File: src/rtl/queue_obj.sv
// Free-list FIFO for rename: first-word-fall-through head, flush/stall control,
// and a halt flag that rename uses to back-pressure when no register is free.
module queue_obj #(
  parameter int LENGTH = 32,
  parameter int WIDTH  = 6
) (
  input  logic                           clk,
  input  logic                           reset,
  input  logic                           stall,
  input  logic                           flush,
  input  logic                           enque,
  input  logic [WIDTH-1:0]               enque_data,
  input  logic                           deque,
  output logic [WIDTH-1:0]               deque_data,
  output logic                           halt,
  output logic                           full,
  output logic [$clog2(LENGTH+1)-1:0]    count
);

  localparam int PW = $clog2(LENGTH);
  localparam int CW = $clog2(LENGTH+1);

  logic [WIDTH-1:0] mem [LENGTH];
  logic [PW-1:0]    head;
  logic [PW-1:0]    tail;
  logic             deq_ok;
  logic             enq_ok;

  assign halt       = (count == '0);
  assign full       = (count == CW'(LENGTH));
  assign deque_data = halt ? '0 : mem[head];

  // A pop frees a slot this cycle, so a full queue can still take a write alongside it.
  assign deq_ok = deque && !stall && !halt;
  assign enq_ok = enque && (!full || deq_ok);

  function automatic logic [PW-1:0] next_ptr(input logic [PW-1:0] ptr);
    return (ptr == PW'(LENGTH-1)) ? '0 : ptr + 1'b1;
  endfunction

  always_ff @(posedge clk or posedge reset) begin
    if (reset) begin
      head  <= '0;
      tail  <= '0;
      count <= '0;
    end else if (flush) begin
      head  <= '0;
      tail  <= '0;
      count <= '0;
    end else begin
      if (enq_ok)
        tail <= next_ptr(tail);
      if (deq_ok)
        head <= next_ptr(head);
      case ({enq_ok, deq_ok})
        2'b10:   count <= count + 1'b1;
        2'b01:   count <= count - 1'b1;
        default: count <= count;
      endcase
    end
  end

  // Storage is left unreset; stale words are masked by the empty check on the output.
  always_ff @(posedge clk) begin
    if (!reset && !flush && enq_ok)
      mem[tail] <= enque_data;
  end

endmodule

File: config.mk
export PLATFORM = sky130hd
export DESIGN_NAME = queue_obj
export DESIGN_NICKNAME = d
export VERILOG_FILES = /design/src/rtl/queue_obj.sv
export SDC_FILE = /design/constraint.sdc
export NUM_CORES = 1
export LEC_CHECK = 0
export CORE_ASPECT_RATIO = 0.75
export CORE_UTILIZATION = 60
export CTS_CLUSTER_DIAMETER = 80
export DETAILED_ROUTE_END_ITERATION = 6
export DONT_BUFFER_PORTS = 1
export PLACE_DENSITY_LB_ADDON = 0.15
export SLEW_MARGIN = 10
export SYNTH_ARGS = -nofsm -noshare
export SYNTH_HDL_FRONTEND = slang
export SYNTH_SLANG_ARGS = --single-unit
File: constraint.sdc
create_clock -name clk -period 4.03 [get_ports clk]
set_input_delay 0.403 -clock clk [delete_from_list [all_inputs] [get_ports clk]]
set_output_delay 0.403 -clock clk [all_outputs]
set_load 0.05 [all_outputs]
# ---- After elaboration in Yosys (flattened, before gate mapping)
# Memories as Yosys holds them, arrays and structs flattened.
# Index checks and enable logic that the tools add are counted.
dict set report op_classes {
  mux 11
  n_addsub 4
  eq_ne 5
  reduce_logical 15
}
# op n
set ops {}
lappend ops {{$mux 5} 6}
lappend ops {{$mux 6} 2}
lappend ops {{$pmux 6 s2} 1}
lappend ops {{$add 5x1->5 const B} 2}
lappend ops {{$eq 5x5->1 const B} 2}
lappend ops {{$add 6x1->6 const B} 1}
lappend ops {{$eq 6x6->1 const B} 1}
lappend ops {{$logic_not 6->1} 1}
lappend ops {{$sub 6x1->6 const B} 1}
lappend ops {{$logic_and 1x1->1} 5}
lappend ops {{$logic_not 1->1} 5}
lappend ops {{$reduce_bool 2->1} 2}
lappend ops {{$reduce_bool 3->1} 1}
lappend ops {{$eq 2x1->1 const B} 1}
lappend ops {{$eq 2x2->1 const B} 1}
lappend ops {{$mux 1} 2}
lappend ops {{$logic_or 1x1->1} 1}
dict set report totals {
  memories 1
  inputBits 12
  reg_bits 16
  ramBits 192
  output_inout_bits 14
  wordCells 39
}
# memory words width read_ports rd_ports_with_merged_regs wr line
set memory_table {}
lappend memory_table {mem 32 6 1 0 1 23} ;# logic [WIDTH-1:0] mem [LENGTH];

# ---- Logic depth before layout (Yosys ltp)
# Gate-level depths: netlist of run 1.
dict set report depth {
  ltp_word 8
  mapped_depth 10
  ltp_nobuf 9
}

# ---- Worst setup path after synthesis of run 1
# No wires, ideal clock.
dict set report synth_path {
  kind {reg-to-output}
  from {register count[0]}
  to {output deque_data[4]}
  required_ns 3.627
  path_buffers 0
  path_slack_ns 0.619
  path_stages_with_launch 5
  arrival_ns 3.008
  path_cell_list {dfrtp_1 or4_4 nor3_1 a211o_1 a31oi_1}
}
dict set report synth_between {
  elab_chain_cells 2
}
# item line
set synth_rtl {}
lappend synth_rtl {{from (decl)} 17} ;# output logic [$clog2(LENGTH+1)-1:0] count
lappend synth_rtl {{from (signal assigned)} 56} ;# 2'b10: count <= count + 1'b1;
lappend synth_rtl {{from (signal assigned)} 57} ;# 2'b01: count <= count - 1'b1;
lappend synth_rtl {{from (signal assigned)} 58} ;# default: count <= count;
lappend synth_rtl {{$logic_not 6->1} 29} ;# assign halt = (count == '0);
lappend synth_rtl {{via halt} 15} ;# output logic halt,
lappend synth_rtl {{$mux 6} 31} ;# assign deque_data = halt ? '0 : mem[head];
lappend synth_rtl {{to (decl)} 14} ;# output logic [WIDTH-1:0] deque_data,
# The timed path passes the listed nets, and every way through them passes these cells.

# ---- Final worst setup path of run 1
dict set report layout_path {
  from {register head[0]}
  to {output deque_data[4]}
}
dict set report layout_between {
  elab_chain_cells 2
}
# item line
set layout_rtl {}
lappend layout_rtl {{from (decl)} 24} ;# logic [PW-1:0] head;
lappend layout_rtl {{from (signal assigned)} 54} ;# head <= next_ptr(head);
lappend layout_rtl {{$mem_v2 32x6} -}
lappend layout_rtl {{$mux 6} 31}
# No other way between the ends.

==> qor.csv, run 1 <==
metric,value,unit
ys_types,43,
vias,4410,
min_delay_path_depth,0,
core,13800,µm²
place_inst,620,
fp-row-count,37,
route.detailed.drc,0,
cts_max_level,1,
grt_pass1_wl,25600,µm
sw_frac_of_total,23.9,%
ff2ff_path_depth,9,
groute.usage.overall,24.3,%
grt_start_max_net_pins,54,
iteration_0_drc_markers,440,
fmax,289,MHz
wl_cell,25.8,µm
resize_count_post_cts,0,
clock_skew,14.1,ps
power.net_switching,1.14,mW
hold_end,mem[15][5],
totalWireLength,17400,µm
path_clk_slew,60,ps
die_area,14700,µm²
hold_path_class,primary input to flop,
place_hpwl,9820,µm
critPathSlowestCell,dfrtp_4,
ys_seq_area_share,72.4,%
synthesis.area,8520,µm²
r2r-start,count[2],
timing.critical_path.depth,5,
startpoint_type,flop,
power.density_cell_area,499,nW/µm²
hold_slack,17.2,ps
finalHoldViolations,0,
worstMarginPinSlew,1120,ps
finish.net_count,508,
critPathCaptureType,primary output,
global_route.overflow_total,0,
maxCapViolCount,0,
power.total,4.76,mW
slew-limit-headroom,25.5,%
seq_power_share,52.0,%
rsz0062_at_grt,false,
die_height,105,µm
io-pin-count,26,
setup-tns-final,0,ps
number_of_global_route_vias_before_repair,4275,
post_synth_inst_count,455,
nFillCells,887,
final-max-slew-violation-count,0,
critical-path-top-delay-family,flip-flops,
final_antenna_net_count,0,
start_util,61.8,%
status,completed,
final.setup.worst_slack,575,ps
placed_cell_area,8740,µm²
r2r_slack,580,ps
count_of_buffers_inserted_at_the_top_level_ports,0,
worst-endpoint-required,3630,ps
finish.utilization,69.1,%
design_area,9530,µm²
worst_ir_drop_vdd,0.411,mV
detailedPlace.worstSlack,559,ps
drt-vias-per-instance,6.54,
post-cts-setup-buffers,0,
worstPathCellList,mux4_2 -> mux2i_1 -> a211o_1 -> a31oi_1 -> buf_4,
die_w,140,µm
numClockSinks,208,
grt_antenna_before_repair,1,
timing.setup.critical_path_class,flop to primary output,
async_reset_ff_share,7.69,%
yosys_warnings,0,
fraction_of_layout_instances_using_a_drive_strength_above_1,19.7,%
cts_inserted_buffers,20,
timing.final.setup_violations,0,
flow.area_growth_from_synthesis,11.9,%
r2r-end,count[5],
largest_fanout_on_the_critical_path,53,
power_frac_clock,37.0,%
synth-seq-cells,208,
worst_path_largest_cell_delay,1120,ps
critical_path_arrival,3050,ps
fin_cells,674,
period_minus_slack,3450,ps
drt_first_pass_iters,5,
cts_tree,built,
nets_in_the_synthesized_netlist,479,
place.gp.congestion,0.817,
crit_path_start,head[0],
fin_crit_sh,85.7,%
syn_area_per_cell,18.7,µm²
timing.hold.worst.start,enque_data[5],
power.leakage,3.08,nW
cts.path.max_buffers,3,
clk_root_buffer_cell,clkbuf_16,
cellInternalPower,3.62,mW
clk-insertion-delay-late,490,ps
critPathBufInv,1,
comb_power_share,11.0,%
ys.flop_type,edfxtp_1,
synth_edf_count,192,
timing repair:
action,CTS,global route
endpoints found under the setup margin,0,0
hold buffers,11,6
hold endpoints to repair,60,35
cell usage after synthesis, drive strengths merged, types with 2 or more instances:
master / n / share of area (%)
edfxtp: 192 / 68
nand3: 3 / 0.18
buf: 11 / 0.68
xor2: 2 / 0.21
xnor2: 2 / 0.21
a21o: 2 / 0.18
o21ai: 5 / 0.29
nand3b: 3 / 0.26
mux4: 48 / 13
or3b: 2 / 0.21
clkbuf: 12 / 0.53
a211o: 6 / 0.62
and3: 2 / 0.15
nand2: 6 / 0.26
nor2: 48 / 2.1
mux2i: 11 / 1.3
ha: 11 / 1.6
inv: 3 / 0.13
o22ai: 6 / 0.44
dfrtp: 16 / 4.7
a31oi: 8 / 0.59
a211oi: 3 / 0.26
mux2: 3 / 0.40
or4b: 3 / 0.35
a22oi: 12 / 1.1
nor2b: 6 / 0.44
or3: 2 / 0.15
or4: 3 / 0.31
a21oi: 10 / 0.59
nor3: 7 / 0.41
cells by family (layout without fill, tap and decap cells):
group | after synthesis | count (layout) | share of synthesized area, %
muxes | 62 | 62 | 14.4
DFF | 208 | 208 | 72.4
AOI/OAI and AO/OA | 55 | 55 | 4.55
and+or+nand+nor | 88 | 88 | 5.11
xor gates and xnor gates | 4 | 4 | 0.411
other | 0 | 1 | 0
adders and majority gates | 12 | 12 | 1.85
buffers and inverters | 26 | 69 | 1.34
cell usage in the layout (no fill, tap or decap), types with 4 or more instances in the layout:
| master | count |
|---|---|
| a211o_1 | 6 |
| a21oi_1 | 10 |
| a22oi_1 | 12 |
| a31oi_1 | 8 |
| buf_4 | 13 |
| clkbuf_1 | 6 |
| clkbuf_16 | 21 |
| clkinv_1 | 4 |
| clkinv_2 | 4 |
| dfrtp_1 | 14 |
| dlygate4sd3_1 | 17 |
| edfxtp_1 | 192 |
| ha_1 | 11 |
| mux2i_1 | 11 |
| mux4_2 | 48 |
| nand2_1 | 6 |
| nor2_1 | 47 |
| nor2b_1 | 6 |
| nor3_1 | 6 |
| o22ai_1 | 6 |
how the worst max path moves through the flow:
stage,to,slack [ps]
floorplan,deque_data[4],620
global placement,count[5],690
detailed placement,count[5],560
CTS,deque_data[4],540
global route,deque_data[5],390
finish,deque_data[4],580
final cells by class:
class | count | area [µm²] | share of cell area, %
sequential | 208 | 6170 | 64.7
multi-input combinational | 221 | 2250 | 23.6
clock buffer | 27 | 548 | 5.75
timing repair buffer | 30 | 268 | 2.81
tap | 175 | 219 | 2.30
clock inverter | 9 | 65.1 | 0.683
inverter | 3 | 11.3 | 0.118
antenna | 1 | 2.50 | 0.0263
sequential cells by signal (all words and copies together) (netlist names):
signal and flops:
count 6, mem 192, tail 5, head 5
power groups by stage:
stage / sequential [mW] / clock (mW) / combinational [mW]
final: 2.47 / 1.76 / 0.526
after global routing: 2.48 / 1.86 / 0.556
after CTS: 2.47 / 1.79 / 0.513
after detailed placement: 2.52 / 0 / 0.492
after global placement: 2.52 / 0 / 0.489
after floorplan: 2.50 / 0 / 0.382
metal layers:
| layer | part of all wire [%] | GRT usage [%] |
|---|---|---|
| met1 | 42 | 36.5 |
| met2 | 48 | 37.8 |
| met3 | 8.0 | 4.03 |
| met4 | 1.9 | 6.36 |
| met5 | 0 | 0 |
No activity file was read; power rests on OpenSTA's default activity.
==> run 2: changes to the inputs <==
CORE_ASPECT_RATIO = not set   (was 0.75)
CTS_BUF_LIST = sky130_fd_sc_hd__clkbuf_8   (was not set)
==> qor.csv, run 2 (synthesized netlist as in run 1, its figures left out) <==
metric,value,unit
status,completed,
core,13900,µm²
grt_antenna_before_repair,0,
critPathCaptureType,flop,
iteration_0_drc_markers,348,
die_area,14700,µm²
route.detailed.drc,0,
largest-register,mem,
start_util,61.4,%
power.density_cell_area,496,nW/µm²
clock_skew,14.8,ps
largestRegisters,"mem: 192 flops, count: 6 flops",
startpoint_type,flop,
postCtsHoldBufs,15,
critical-path-top-delay-family,compound AO/OA/AOI/OAI gates,
worstMarginPinSlew,1160,ps
setup-tns-final,0,ps
r2r_slack,600,ps
cts.path.max_buffers,3,
worst-endpoint-required,4400,ps
post-cts-setup-buffers,0,
nFillCells,907,
die_w,121,µm
cts_inserted_buffers,34,
grt_start_max_net_pins,54,
fmax,291,MHz
hold_path_class,primary input to flop,
final-max-slew-violation-count,0,
finish.utilization,68.6,%
final_cell_mix,"192 x edfxtp_1, 48 x mux4_2, 47 x nor2_1",
placed_cell_area,8750,µm²
place_inst,625,
final_antenna_net_count,0,
finalHoldViolations,0,
fin_crit_sh,85.2,%
min_delay_path_depth,2,
largest_register_ffs,192,
timing.setup.critical_path_class,flop to flop,
drt-vias-per-instance,6.37,
critical_path_arrival,3810,ps
count_of_buffers_inserted_at_the_top_level_ports,0,
cts_max_level,2,
ff2ff_path_depth,9,
design_area,9520,µm²
slew-limit-headroom,22.5,%
maxCapViolCount,0,
timing.critical_path.depth,9,
global_route.overflow_total,0,
numClockSinks,208,
rsz0062_at_grt,false,
totalWireLength,17200,µm
io-pin-count,26,
critPathBufInv,0,
fp-row-count,43,
grt_pass1_wl,26200,µm
fin_cells,694,
flow.area_growth_from_synthesis,11.8,%
worst_path_largest_cell_delay,600,ps
path_clk_slew,60,ps
drt_first_pass_iters,5,
fraction_of_layout_instances_using_a_drive_strength_above_1,21.8,%
resize_count_post_cts,0,
timing.final.setup_violations,0,
die_height,121,µm
place.gp.congestion,0.819,
place_hpwl,9830,µm
groute.usage.overall,25.3,%
number_of_global_route_vias_before_repair,4483,
leading_cell_type_in_the_layout_fill_and_taps_excluded,edfxtp_1,
clk-insertion-delay-late,490,ps
wl_cell,24.8,µm
power.leakage,3.12,nW
clk_root_buffer_cell,clkbuf_8,
worst_ir_drop_vdd,0.422,mV
largest_fanout_on_the_critical_path,11,
finish.net_count,520,
insertedDiodeCount,0,
period_minus_slack,3430,ps
worstPathCellList,or4_4 -> o31ai_4 -> nor2_1 -> ha_1 -> a211oi_1 -> o21bai_1 -> a21oi_1 -> mux2i_1 -> mux2_1,
cts_tree,built,
vias,4422,
critPathSlowestCell,dfrtp_1,
[run 2: changes by cell type in the layout (fill, tap and decap cells not counted), sizes merged]
| cell | delta |
|---|---|
| clkbuf | +9 |
| clkinv | -4 |
| dlygate4sd3 | -2 |
| inv | +10 |
| clkinvlp | +2 |
| bufinv | +1 |
| diode | -1 |
[run 2: power by group]
group | internal [mW] | switching (mW)
clock network | 0.945 | 0.760
registers | 2.38 | 0.0880
logic | 0.223 | 0.325
[run 2: cell type report]
type | instances | area [µm²] | area share, %
clock inverters | 18 | 128 | 1.34
multi-input cells | 221 | 2250 | 23.6
clock buffers | 36 | 495 | 5.20
flip-flops and latches | 208 | 6170 | 64.8
well taps | 180 | 225 | 2.36
inverters | 3 | 11.3 | 0.118
repair buffers | 28 | 248 | 2.60
[run 2: path summary, 6_finish.rpt]
kind	end	startpoint
min in group asynchronous	head[3]	reset
min reg2reg	tail[1]	tail[1]
max in group asynchronous	head[0]	reset
max reg2reg	count[5]	count[2]
min	count[5]	flush
max	count[5]	count[2]
[run 2: through the flow]
stage | setup WS [ps] | hold slack [ps] | total power [mW]
6_report | 597 | 134 | 4.72
5_1_grt | 385 | 131 | 4.87
4_1_cts | 527 | 120 | 4.75
3_5_place_dp | 640 | 429 | 3.01
3_3_place_gp | 727 | 426 | 3.01
2_1_floorplan | 619 | 317 | 2.88
[run 2: worst register-to-register path, cell delays in order, from the launching register on]
cell and delay [ps]:
dfrtp_1 600, or4_4 610, o31ai_4 440, nor2_1 230, ha_1 350, a211oi_1 260, o21bai_1 110, a21oi_1 170
mux2i_1 220, mux2_1 330
[run 2: metal layers]
metal  vias up  wire length (µm)  GRT usage [%]
met2       151              8670           40.8
met1      2306              7240           35.7
met3        30               991           4.28
li1       1935                 -              -
met4         0               307           8.02
met5         -                 0              0
==> run 3: changes to the inputs <==
CORE_MARGIN = 5   (was not set)
==> qor.csv, run 3 (synthesized netlist as in run 1, its figures left out) <==
metric,value,unit
cts_tree,built,
largest-register,mem,
finish.net_count,510,
critPathSlowestCell,dfrtp_4,
grt_pass1_wl,25900,µm
sw_frac_of_total,25.3,%
dr_wl_met3,913,µm
power.total,4.51,mW
cts.path.max_buffers,3,
slew-limit-headroom,23.0,%
count_of_buffers_inserted_at_the_top_level_ports,0,
power.net_switching,1.14,mW
design_area,9400,µm²
drt-vias-per-instance,6.25,
wl_cell,23.8,µm
critPathBufInv,1,
detailedPlace.worstSlack,629,ps
seq_power_share,54.7,%
cts_max_level,1,
worstPathCellList,mux4_2 -> mux2i_1 -> a211o_1 -> a31oi_1 -> buf_4,
core,13900,µm²
ff2ff_path_depth,9,
r2r-start,count[2],
final_antenna_net_count,0,
grt_start_max_net_pins,54,
fp-row-count,43,
iteration_0_drc_markers,319,
startpoint_type,flop,
final_cell_mix,"192 x edfxtp_1, 48 x mux4_2, 47 x nor2_1",
critical-path-top-delay-family,flip-flops,
placed_cell_area,8750,µm²
leading_cell_type_in_the_layout_fill_and_taps_excluded,edfxtp_1,
worstMarginPinSlew,1150,ps
finalHoldViolations,0,
largest_fanout_on_the_critical_path,53,
route.detailed.drc,0,
clock_skew,28.2,ps
die_height,129,µm
worst_path_largest_cell_delay,1090,ps
vias,4309,
rsz0062_at_grt,false,
totalWireLength,16400,µm
worst_ir_drop_vdd,0.347,mV
io-pin-count,26,
place_hpwl,10000,µm
timing.critical_path.depth,5,
period_minus_slack,3500,ps
setup-tns-final,0,ps
clk_root_buffer_cell,clkbuf_8,
timing.final.setup_violations,0,
met2_wirelength,8450,µm
power.leakage,3.10,nW
grt_antenna_before_repair,0,
place.gp.congestion,0.824,
status,completed,
die_area,16700,µm²
wl_met1,6860,µm
largest_register_ffs,192,
fin_crit_sh,86.9,%
timing.setup.critical_path_class,flop to primary output,
numClockSinks,208,
cts_inserted_buffers,31,
drt_first_pass_iters,7,
comb_power_share,12.1,%
r2r-end,count[5],
crit_path_start,head[0],
fraction_of_layout_instances_using_a_drive_strength_above_1,20.8,%
path_clk_slew,60,ps
final.setup.worst_slack,529,ps
fmax,286,MHz
cellInternalPower,3.37,mW
clk-insertion-delay-late,550,ps
insertedDiodeCount,0,
maxCapViolCount,0,
power.density_cell_area,480,nW/µm²
number_of_global_route_vias_before_repair,4544,
hold_path_class,primary input to flop,
flow.area_growth_from_synthesis,10.3,%
largestRegisters,"mem: 192 flops, count: 6 flops",
start_util,61.4,%
groute.usage.overall,20.7,%
critPathCaptureType,primary output,
worst-endpoint-required,3630,ps
critical_path_arrival,3100,ps
power_frac_clock,33.3,%
resize_count_post_cts,0,
worst_setup_path_endpoint,deque_data[5],
nFillCells,903,
final-max-slew-violation-count,0,
die_w,129,µm
global_route.overflow_total,0,
top_layer,met4,
r2r_slack,600,ps
run 3: worst register-to-register path, cell delays in order, from the launching register on:
cell      delay [ps]
dfrtp_1          590
or4_4            600
o31ai_4          440
nor2_1           240
ha_1             350
a211oi_1         270
o21bai_1         110
a21oi_1          180
mux2i_1          210
mux2_1           330
run 3: layout make-up:
class                   count  area [µm²]  share of cell area, %
clock buffers              31         427                   4.54
clock inverters            25         120                   1.28
inverters                   3        11.3                  0.120
multi-input cells         221        2250                   23.9
flip-flops and latches    208        6170                   65.7
well taps                 180         225                   2.40
repair buffers             21         198                   2.10
run 3: how the worst min path moves through the flow:
| stage | startpoint | slack [ps] | end | cells after the start |
|---|---|---|---|---|
| after floorplan | reset | 320 | count[0] | 1 |
| after global placement | reset | 410 | head[3] | 1 |
| after detailed placement | reset | 410 | head[3] | 1 |
| after CTS | flush | 40 | count[5] | 2 |
| after global routing | flush | 60 | count[2] | 2 |
| final | flush | 70 | count[5] | 2 |
run 3: what timing repair did:
item | in CTS | in global routing
setup buffers | 0 | 0
endpoints found under the hold margin | 221 | 0
hold buffers | 8 | 0
run 3: metal layers:
layer	GRT usage (%)	vias to the layer above
li1	-	1920
met5	0	-
met1	28.9	2234
met4	5.44	0
met3	3.26	17
met2	34.8	138
run 3: power by group through the flow:
| stage | Clock (mW) | Combinational [mW] | Sequential [mW] |
|---|---|---|---|
| floorplan | 0 | 0.382 | 2.50 |
| global placement | 0 | 0.493 | 2.51 |
| detailed placement | 0 | 0.502 | 2.52 |
| CTS | 1.53 | 0.543 | 2.47 |
| global route | 1.65 | 0.575 | 2.48 |
| finish | 1.50 | 0.544 | 2.47 |
run 3: stage by stage:
step / instances / utilization (%) / hold WS, ps
2_1_floorplan: 455 / - / 317
3_3_place_gp: 625 / 63.0 / 410
3_5_place_dp: 625 / 63.0 / 412
4_1_cts: 689 / 67.7 / 38.5
5_1_grt: 689 / 67.7 / 58.1
6_report: 689 / 67.7 / 70.8
